File: src/rtl/alu_hs_pkg.sv
// Shared encodings for the handshaked ALU.
// These are also used by the sequence and parameter packages,
// so those packages and this RTL use the same opcode values.
package alu_hs_pkg;

    typedef enum logic [3:0] {
        OP_ADD  = 4'd0,
        OP_SUB  = 4'd1,
        OP_MUL  = 4'd2,
        OP_SHL  = 4'd3,
        OP_SHR  = 4'd4,
        OP_ROL  = 4'd5,
        OP_ROR  = 4'd6,
        OP_NOT  = 4'd7,
        OP_AND  = 4'd8,
        OP_OR   = 4'd9,
        OP_XOR  = 4'd10,
        OP_NAND = 4'd11,
        OP_NOR  = 4'd12,
        OP_XNOR = 4'd13,
        OP_INC  = 4'd14,
        OP_DEC  = 4'd15
    } alu_op_t;

    typedef enum logic [1:0] {
        MOVI_REG_B = 2'd0,
        MOVI_MEM   = 2'd1,
        MOVI_IMM   = 2'd2,
        MOVI_RSVD  = 2'd3
    } movi_t;

    typedef enum logic {
        IDLE = 1'b0,
        MUL  = 1'b1
    } state_t;

    // Reference values for the default 8-bit build.
    localparam int DEFAULT_DATA_WIDTH = 8;
    localparam int DEFAULT_MUL_CYCLES = DEFAULT_DATA_WIDTH;
    localparam int OP_WIDTH           = 4;
    localparam int MOVI_WIDTH         = 2;

endpackage

File: src/rtl/alu_mul_seq.sv
// Iterative shift-add multiplier: one partial product per step.
// The load input captures the operands, and the counter then runs from DATA_WIDTH-1 down to 0.
// The product output already contains the current step's addition.
// When done is high, the product output is the final product.
module alu_mul_seq
    import alu_hs_pkg::*;
#(
    parameter int DATA_WIDTH = DEFAULT_DATA_WIDTH
) (
    input  logic                      clk,
    input  logic                      rst,
    input  logic                      load,
    input  logic                      step,
    input  logic [DATA_WIDTH-1:0]     a,
    input  logic [DATA_WIDTH-1:0]     b,
    output logic                      done,
    output logic [2*DATA_WIDTH-1:0]   product
);
    localparam int CW = $clog2(DATA_WIDTH);

    logic [2*DATA_WIDTH-1:0] mcand;
    logic [DATA_WIDTH-1:0]   mplier;
    logic [2*DATA_WIDTH-1:0] prod;
    logic [CW-1:0]           cnt;

    assign product = prod + (mplier[0] ? mcand : '0);
    assign done    = (cnt == '0);

    // Operand capture on load, then one shift-add per step.
    always_ff @(posedge clk or posedge rst) begin
        if (rst) begin
            mcand  <= '0;
            mplier <= '0;
            prod   <= '0;
            cnt    <= '0;
        end else if (load) begin
            mcand  <= {{DATA_WIDTH{1'b0}}, a};
            mplier <= b;
            prod   <= '0;
            cnt    <= CW'(DATA_WIDTH - 1);
        end else if (step) begin
            prod   <= product;
            mcand  <= mcand << 1;
            mplier <= mplier >> 1;
            if (cnt != '0)
                cnt <= cnt - 1'b1;
        end
    end

endmodule

File: src/rtl/alu_hs_core.sv
// This is the handshaked ALU core.
// It contains the operand-B mux, the single-cycle ALU, the FSM and the output register, which supports backpressure.
// The ALU_MUL_EN macro enables the iterative multiplier. Without it, OP 2 returns 0 in one cycle.
module alu_hs_core
    import alu_hs_pkg::*;
#(
    parameter int DATA_WIDTH = DEFAULT_DATA_WIDTH
) (
    input  logic                  CLK,
    input  logic                  RST,
    input  logic                  ACT,
    output logic                  ALU_RDY,
    input  logic [3:0]            OP,
    input  logic [1:0]            MOVI,
    input  logic [DATA_WIDTH-1:0] REG_A,
    input  logic [DATA_WIDTH-1:0] REG_B,
    input  logic [DATA_WIDTH-1:0] MEM,
    input  logic [DATA_WIDTH-1:0] IMM,
    output logic [DATA_WIDTH-1:0] EX_ALU,
    output logic                  EX_CARRY,
    output logic                  EX_ZERO,
    output logic                  EX_ALU_VLD,
    input  logic                  OUT_RDY
);
    localparam int W = DATA_WIDTH;

    state_t        state;
    alu_op_t       op;
    logic [W-1:0]  a, b, res;
    logic          cy, xfer, is_mul;
    logic          wr_en, wr_cy;
    logic [W-1:0]  wr_res;

    assign op      = alu_op_t'(OP);
    assign a       = REG_A;
    assign is_mul  = (op == OP_MUL);
    // Accept only when idle and when the output register is free or is being drained in this cycle.
    assign ALU_RDY = !RST && (state == IDLE) && (!EX_ALU_VLD || OUT_RDY);
    assign xfer    = ACT && ALU_RDY;

    // Operand B source select; the reserved code reads as zero.
    always_comb begin
        b = '0;
        case (movi_t'(MOVI))
            MOVI_REG_B: b = REG_B;
            MOVI_MEM:   b = MEM;
            MOVI_IMM:   b = IMM;
            default:    b = '0;
        endcase
    end

    // Single-cycle datapath; the MUL branch yields 0 in this path.
    always_comb begin
        res = '0;
        cy  = 1'b0;
        case (op)
            OP_ADD:  {cy, res} = {1'b0, a} + {1'b0, b};
            OP_SUB:  {cy, res} = {1'b0, a} - {1'b0, b};
            OP_MUL:  begin res = '0; cy = 1'b0; end
            OP_SHL:  begin res = {a[W-2:0], 1'b0};   cy = a[W-1]; end
            OP_SHR:  begin res = {1'b0, a[W-1:1]};   cy = a[0];   end
            OP_ROL:  begin res = {a[W-2:0], a[W-1]}; cy = a[W-1]; end
            OP_ROR:  begin res = {a[0], a[W-1:1]};   cy = a[0];   end
            OP_NOT:  res = ~a;
            OP_AND:  res = a & b;
            OP_OR:   res = a | b;
            OP_XOR:  res = a ^ b;
            OP_NAND: res = ~(a & b);
            OP_NOR:  res = ~(a | b);
            OP_XNOR: res = ~(a ^ b);
            OP_INC:  {cy, res} = {1'b0, a} + {{W{1'b0}}, 1'b1};
            OP_DEC:  {cy, res} = {1'b0, a} - {{W{1'b0}}, 1'b1};
            default: begin res = '0; cy = 1'b0; end
        endcase
    end

`ifdef ALU_MUL_EN
    logic               mul_done;
    logic [2*W-1:0]     mul_prod;

    alu_mul_seq #(.DATA_WIDTH(W)) u_mul (
        .clk     (CLK),
        .rst     (RST),
        .load    (xfer && is_mul),
        .step    (state == MUL),
        .a       (a),
        .b       (b),
        .done    (mul_done),
        .product (mul_prod)
    );

    // A result is written by a non-MUL transfer or by the final multiply step.
    always_comb begin
        wr_en  = 1'b0;
        wr_res = res;
        wr_cy  = cy;
        if (state == MUL) begin
            wr_en  = mul_done;
            wr_res = mul_prod[W-1:0];
            wr_cy  = |mul_prod[2*W-1:W];
        end else if (xfer && !is_mul) begin
            wr_en  = 1'b1;
        end
    end
`else
    // Every transfer writes a result in the next cycle; OP 2 falls out of the datapath as 0.
    always_comb begin
        wr_en  = xfer;
        wr_res = res;
        wr_cy  = cy;
    end
`endif

    // Control FSM and output register; a new write takes priority over the clear on consumption.
    always_ff @(posedge CLK or posedge RST) begin
        if (RST) begin
            state      <= IDLE;
            EX_ALU     <= '0;
            EX_CARRY   <= 1'b0;
            EX_ZERO    <= 1'b0;
            EX_ALU_VLD <= 1'b0;
        end else begin
            if (EX_ALU_VLD && OUT_RDY)
                EX_ALU_VLD <= 1'b0;
            if (wr_en) begin
                EX_ALU     <= wr_res;
                EX_CARRY   <= wr_cy;
                EX_ZERO    <= (wr_res == '0);
                EX_ALU_VLD <= 1'b1;
            end
            case (state)
`ifdef ALU_MUL_EN
                IDLE:    if (xfer && is_mul) state <= MUL;
                MUL:     if (mul_done) state <= IDLE;
`endif
                default: state <= IDLE;
            endcase
        end
    end

endmodule

File: config.mk
export PLATFORM = sky130hd
export DESIGN_NAME = alu_hs_core
export DESIGN_NICKNAME = d
export VERILOG_FILES = /design/src/rtl/alu_hs_pkg.sv /design/src/rtl/alu_mul_seq.sv /design/src/rtl/alu_hs_core.sv
export SDC_FILE = /design/constraint.sdc
export NUM_CORES = 1
export LEC_CHECK = 0
export BUFFER_PORTS_ARGS = -buffer_cell sky130_fd_sc_hd__buf_4
export CELL_PAD_IN_SITES_DETAIL_PLACEMENT = 2
export CELL_PAD_IN_SITES_GLOBAL_PLACEMENT = 2
export CORE_MARGIN = 3
export CORE_UTILIZATION = 36
export DETAILED_ROUTE_END_ITERATION = 16
export PLACE_DENSITY_LB_ADDON = 0.1
export SLEW_MARGIN = 20
export SYNTH_ARGS = -nofsm -noshare
export SYNTH_HDL_FRONTEND = slang
export SYNTH_SLANG_ARGS = --single-unit
File: constraint.sdc
create_clock -name CLK -period 2.86 [get_ports CLK]
set_input_delay 0.572 -clock CLK [delete_from_list [all_inputs] [get_ports CLK]]
set_output_delay 0.572 -clock CLK [all_outputs]
set_load 0.05 [all_outputs]
==> qor.csv, run 1 <==
stage,metric,value,unit
synthesis,synth_nets,460,
die,io_pins,54,
placement,finalWeightedCongestion,0.924,
synthesis,yosys_most_used_dff,dfrtp_1,
outcome,haltStage,clock tree synthesis,
cts,clockBufferDepth,2,
synthesis,yosysTopAreaCellShare,0.118,
die,die_y,96.7,um
cts,post_cts_buffers,16,
placement,numPortBuffers,53,
synthesis,syn-cell-area,2960,sq um
placement,dp_cells,597,
cts,cts_num_sinks,11,
die,initial_core_util,0.377,
cts,cts_buffers,3,
synthesis,synth_area_leaders,"ha_1, dfrtp_1, a21oi_1, mux2i_1, inv_1",
synthesis,synth_top_area_cell,ha_1,
cts,ctsResizeCount,34,
placement,dpl.hpwl,12400,um
synthesis,yosysUniqueCellTypes,81,
synthesis,synthCells,388,
synthesis,avgSynthCellArea,7.63,sq um
synthesis,synth-seq-area-share,0.0929,
die,rows,32,
die,die_w,96.7,um
synthesis,ys_ff_latch,11,
outcome,outcome,stopped before the end,
cts,clock-root-buffer,clkbuf_8,
cts,h-tree-depth,1,
cts,postCtsHoldBufs,0,
synthesis,synth_edf_count,0,
synthesis,synthArstFlopShare,1.00,
synthesis,ys_warn_count,0,
outcome,stop_error,[ERROR DPL-0033] detailed placement checks failed during check placement.,
## cells by family after synthesis
logic type / after synthesis / share of synthesized area
and+or+nand+nor: 137 / 0.265
AOI/OAI and AO/OA: 119 / 0.308
buffers and inverters: 65 / 0.115
adders and majority gates: 30 / 0.132
muxes: 14 / 0.0520
xor gates and xnor gates: 12 / 0.0355
DFF: 11 / 0.0929
## per-stage QoR
step / area, sq um / TNS [ns] / setup slack [ns] / util / hold WS [ns]
floorplan: 3090 / -0.161 / -0.0660 / - / 0.433
global placement: 4010 / -2.21 / -0.503 / 0.511 / 0.465
detailed placement: 4010 / -4.37 / -0.727 / 0.511 / 0.484
## synth_stat cells (5+ instances only)
cell type / n
nor3_1: 10
nor3b_1: 5
inv_1: 32
a31oi_1: 6
ha_1: 28
nor2_1: 27
a221oi_1: 5
nor4_1: 7
nand2b_1: 8
o21ai_0: 16
xnor2_1: 9
nand3_1: 9
mux2i_1: 12
a21oi_1: 25
buf_2: 15
nand2_1: 29
nor2b_1: 6
dfrtp_1: 11
buf_6: 9
==> inputs of run 2 (changes only) <==
- CELL_PAD_IN_SITES_DETAIL_PLACEMENT: 2 -> not set
- CELL_PAD_IN_SITES_GLOBAL_PLACEMENT: 2 -> not set
- CORE_UTILIZATION: 36 -> 40
- PLACE_DENSITY_LB_ADDON: 0.1 -> 0.15
==> qor.csv, run 2 <==
stage,metric,value,unit
sta,drv_slew,0,
drt,drt_iter0_drc,403,
grt,grt_max_degree,45,
grt,gr-total-overflow,0,
setup_path,crit_path_max_fanout,8,
die,design.die.area,8470,sq um
synthesis,synth_common_cells,"inv_1, nand2_1, ha_1, nor2_1, a21oi_1",
power_and_ir_drop,comb_power_share,0.730,
sta,fin_setup_tns,0,ns
cells_and_area,areaGrowthSynthToFinish,47.4,%
drt,route.antenna.remaining_nets,0,
setup_path,slowest_stage,a2111oi_4,
synthesis,synthCells,388,
synthesis,synth_most_common_cell,inv_1,
cts,tritoncts,yes,
power_and_ir_drop,switchingPower,0.000594,W
setup_path,crit_type,in2reg,
sta,finClkSkew,0.00163,ns
setup_path,ff2ff_setup_slack,1.17,ns
cts,cts_num_sinks,11,
cells_and_area,largest_register_ffs,8,
cts,postCtsHoldBufs,0,
cts,cts_buffers,3,
synthesis,synth_top_area_cell,ha_1,
power_and_ir_drop,p_leak,1.99,nW
cells_and_area,final_common_cell,buf_4,
synthesis,synth_edf_count,0,
sta,finalHoldViolCount,0,
cts,h-tree-depth,1,
sta,setup_viol,0,
drt,drc,0,
synthesis,synth_area_leaders,"ha_1, dfrtp_1, a21oi_1, mux2i_1, inv_1",
power_and_ir_drop,ir_drop,0.000230,V
setup_path,critical_path.endpoint_type,register,
run,cap_violations,0,
outcome,outcome,finished clean,
synthesis,synthArstFlopShare,1.00,
cells_and_area,largest_register,EX_ALU,
synthesis,synth_nets,460,
sta,period_needed,2.82,ns
setup_path,slowest_delay,0.35,ns
synthesis,yosys_most_used_dff,dfrtp_1,
cts,clock-root-buffer,clkbuf_8,
sta,max_slew.worst_pin.slew,0.496,ns
power_and_ir_drop,cellInternalPower,0.000722,W
power_and_ir_drop,swShare,0.451,
cts,clockBufferDepth,2,
setup_path,path_delay_family,compound AO/OA/AOI/OAI gates,
cells_and_area,drive_gt1_frac,0.422,
synthesis,syn-cell-area,2960,sq um
setup_path,crit_top_cell,buf_4,
cts,clock_latency,0.23,ns
synthesis,ys_warn_count,0,
setup_path,crit_chain,"buf_12, nor2b_4, buf_4, a21oi_4, buf_4, ha_1, nor2_1, a221oi_2, buf_4, o2111a_1, a2111oi_4, o211ai_1, o31ai_2",
grt,antenna_found_initial,0,
synthesis,avgSynthCellArea,7.63,sq um
cells_and_area,final_cell_mix,"buf_4, inv_1, nand2_1",
cells_and_area,antenna_cells,0,
drt,detailedRoute.firstPassIterationCount,5,
grt,grt_pass1_vias,3287,
synthesis,yosysTopAreaCellShare,0.118,
cells_and_area,utilization,0.625,
placement,numPortBuffers,53,
grt,grt_pass1_wl,16500,um
sta,fmax,354,MHz
die,core_area,6980,sq um
drt,wirelength,10400,um
die,rows,30,
cells_and_area,nets,583,
synthesis,synth-seq-area-share,0.0929,
sta,rsz0062_at_grt,true,
die,io_pins,54,
setup_path,worst_ep_required_time,3.01,ns
setup_path,worst_ep_arrival_time,2.97,ns
hold_path,min_path_type,in2async,
power_and_ir_drop,p_per_area,301,nW/um^2
placement,dpl.hpwl,8170,um
setup_path,crit_path_start_kind,primary input,
die,die_w,92.0,um
power_and_ir_drop,p_seq_frac,0.155,
drt,routedWlPerCell,17.1,um
die,die_y,92.0,um
sta,finalCritPeriodShare,0.987,
power_and_ir_drop,p_clk_frac,0.116,
placement,finalWeightedCongestion,0.900,
synthesis,ys_ff_latch,11,
die,initial_core_util,0.424,
drt,num_vias,3542,
cells_and_area,fillCellCount,648,
grt,grt_usage,0.237,
cts,cts.clk_slew.worst_paths,0.05,ns
drt,vias_per_cell,5.84,
sta,relSlewSlack,0.667,
synthesis,yosysUniqueCellTypes,81,
setup_path,crit_buf_inv,4,
## run 2: cell counts after synthesis
Identical to the previous run, type by type.
## run 2: cell families after synthesis
| logic type | count (synthesis) | synth area share |
|---|---|---|
| muxes | 14 | 0.0520 |
| DFF | 11 | 0.0929 |
| adders and majority gates | 30 | 0.132 |
| AOI/OAI and AO/OA | 119 | 0.308 |
| buffers and inverters | 65 | 0.115 |
| and+or+nand+nor | 137 | 0.265 |
| xor gates and xnor gates | 12 | 0.0355 |
## run 2: power by group through the flow
stage | clock [W] | combinational, W | sequential, W
floorplan | 0 | 0.000422 | 0.000311
global placement | 0 | 0.000860 | 0.000204
detailed placement | 0 | 0.000871 | 0.000205
CTS | 0.000158 | 0.000894 | 0.000203
global route | 0.000166 | 0.00103 | 0.000208
finish | 0.000152 | 0.000960 | 0.000203
## run 2: worst paths after layout
kind,from,to,depth (start not counted)
worst max-delay path,MOVI[0],EX_ZERO$_DFFE_PP0P_,13
worst min-delay path,RST,EX_ALU[1]$_DFFE_PP0P_,3
worst max register to register,EX_ALU_VLD$_DFFE_PP0P_,EX_ZERO$_DFFE_PP0P_,8
worst min register to register,EX_ALU[7]$_DFFE_PP0P_,EX_ALU[7]$_DFFE_PP0P_,1
max in group asynchronous,RST,EX_ALU[4]$_DFFE_PP0P_,3
min in group CLK,EX_ALU[7]$_DFFE_PP0P_,EX_ALU[7]$_DFFE_PP0P_,1
## run 2: through the flow
step / total power (W) / cells / hold slack (ns) / area [sq um] / setup slack, ns
after global placement: 0.00106 / 595 / 0.465 / 4030 / -0.359
after global routing: 0.00140 / 606 / 0.389 / 4370 / -0.130
final: 0.00132 / 606 / 0.365 / 4370 / 0.0369
after floorplan: 0.000734 / 388 / 0.433 / 3090 / -0.0660
after detailed placement: 0.00108 / 595 / 0.469 / 4030 / -0.364
after CTS: 0.00125 / 601 / 0.355 / 4160 / 0.00575
## run 2: timing repair
| item | 4_1_cts | 5_1_grt |
|---|---|---|
| pin swaps | 6 | 24 |
| hold endpoints to repair | 0 | 0 |
| gates cloned | 0 | 0 |
| endpoints found under the setup margin | 4 | 6 |
| setup buffers | 2 | 6 |
| resized for setup | 12 | 35 |
## run 2: worst register-to-register path, stage by stage, from the launching register on
cell and delay, ns:
dfrtp_1 0.37, inv_1 0.07, o21a_1 0.14, nand2_1 0.12, nor4_1 0.29, buf_4 0.17, and3_4 0.18, nand3_1 0.09
o31ai_2 0.18
## run 2: area by class of cell
cell class / instances / area [sq um] / area share
Sequential cell: 11 / 275 / 0.0630
Multi-Input combinational cell: 312 / 2630 / 0.601
Inverter: 34 / 130 / 0.0298
Clock buffer: 4 / 45.0 / 0.0103
Timing Repair Buffer: 149 / 1170 / 0.268
Tap cell: 96 / 120 / 0.0275
## run 2: layer usage
metal	global-route usage	up-vias	wire length (um)
met2	0.386	156	4780
met5	0	-	0
met3	0.0295	15	657
li1	-	1685	-
met4	0.0594	0	249
met1	0.331	1686	4670
Power figures use the tool's default switching activity.
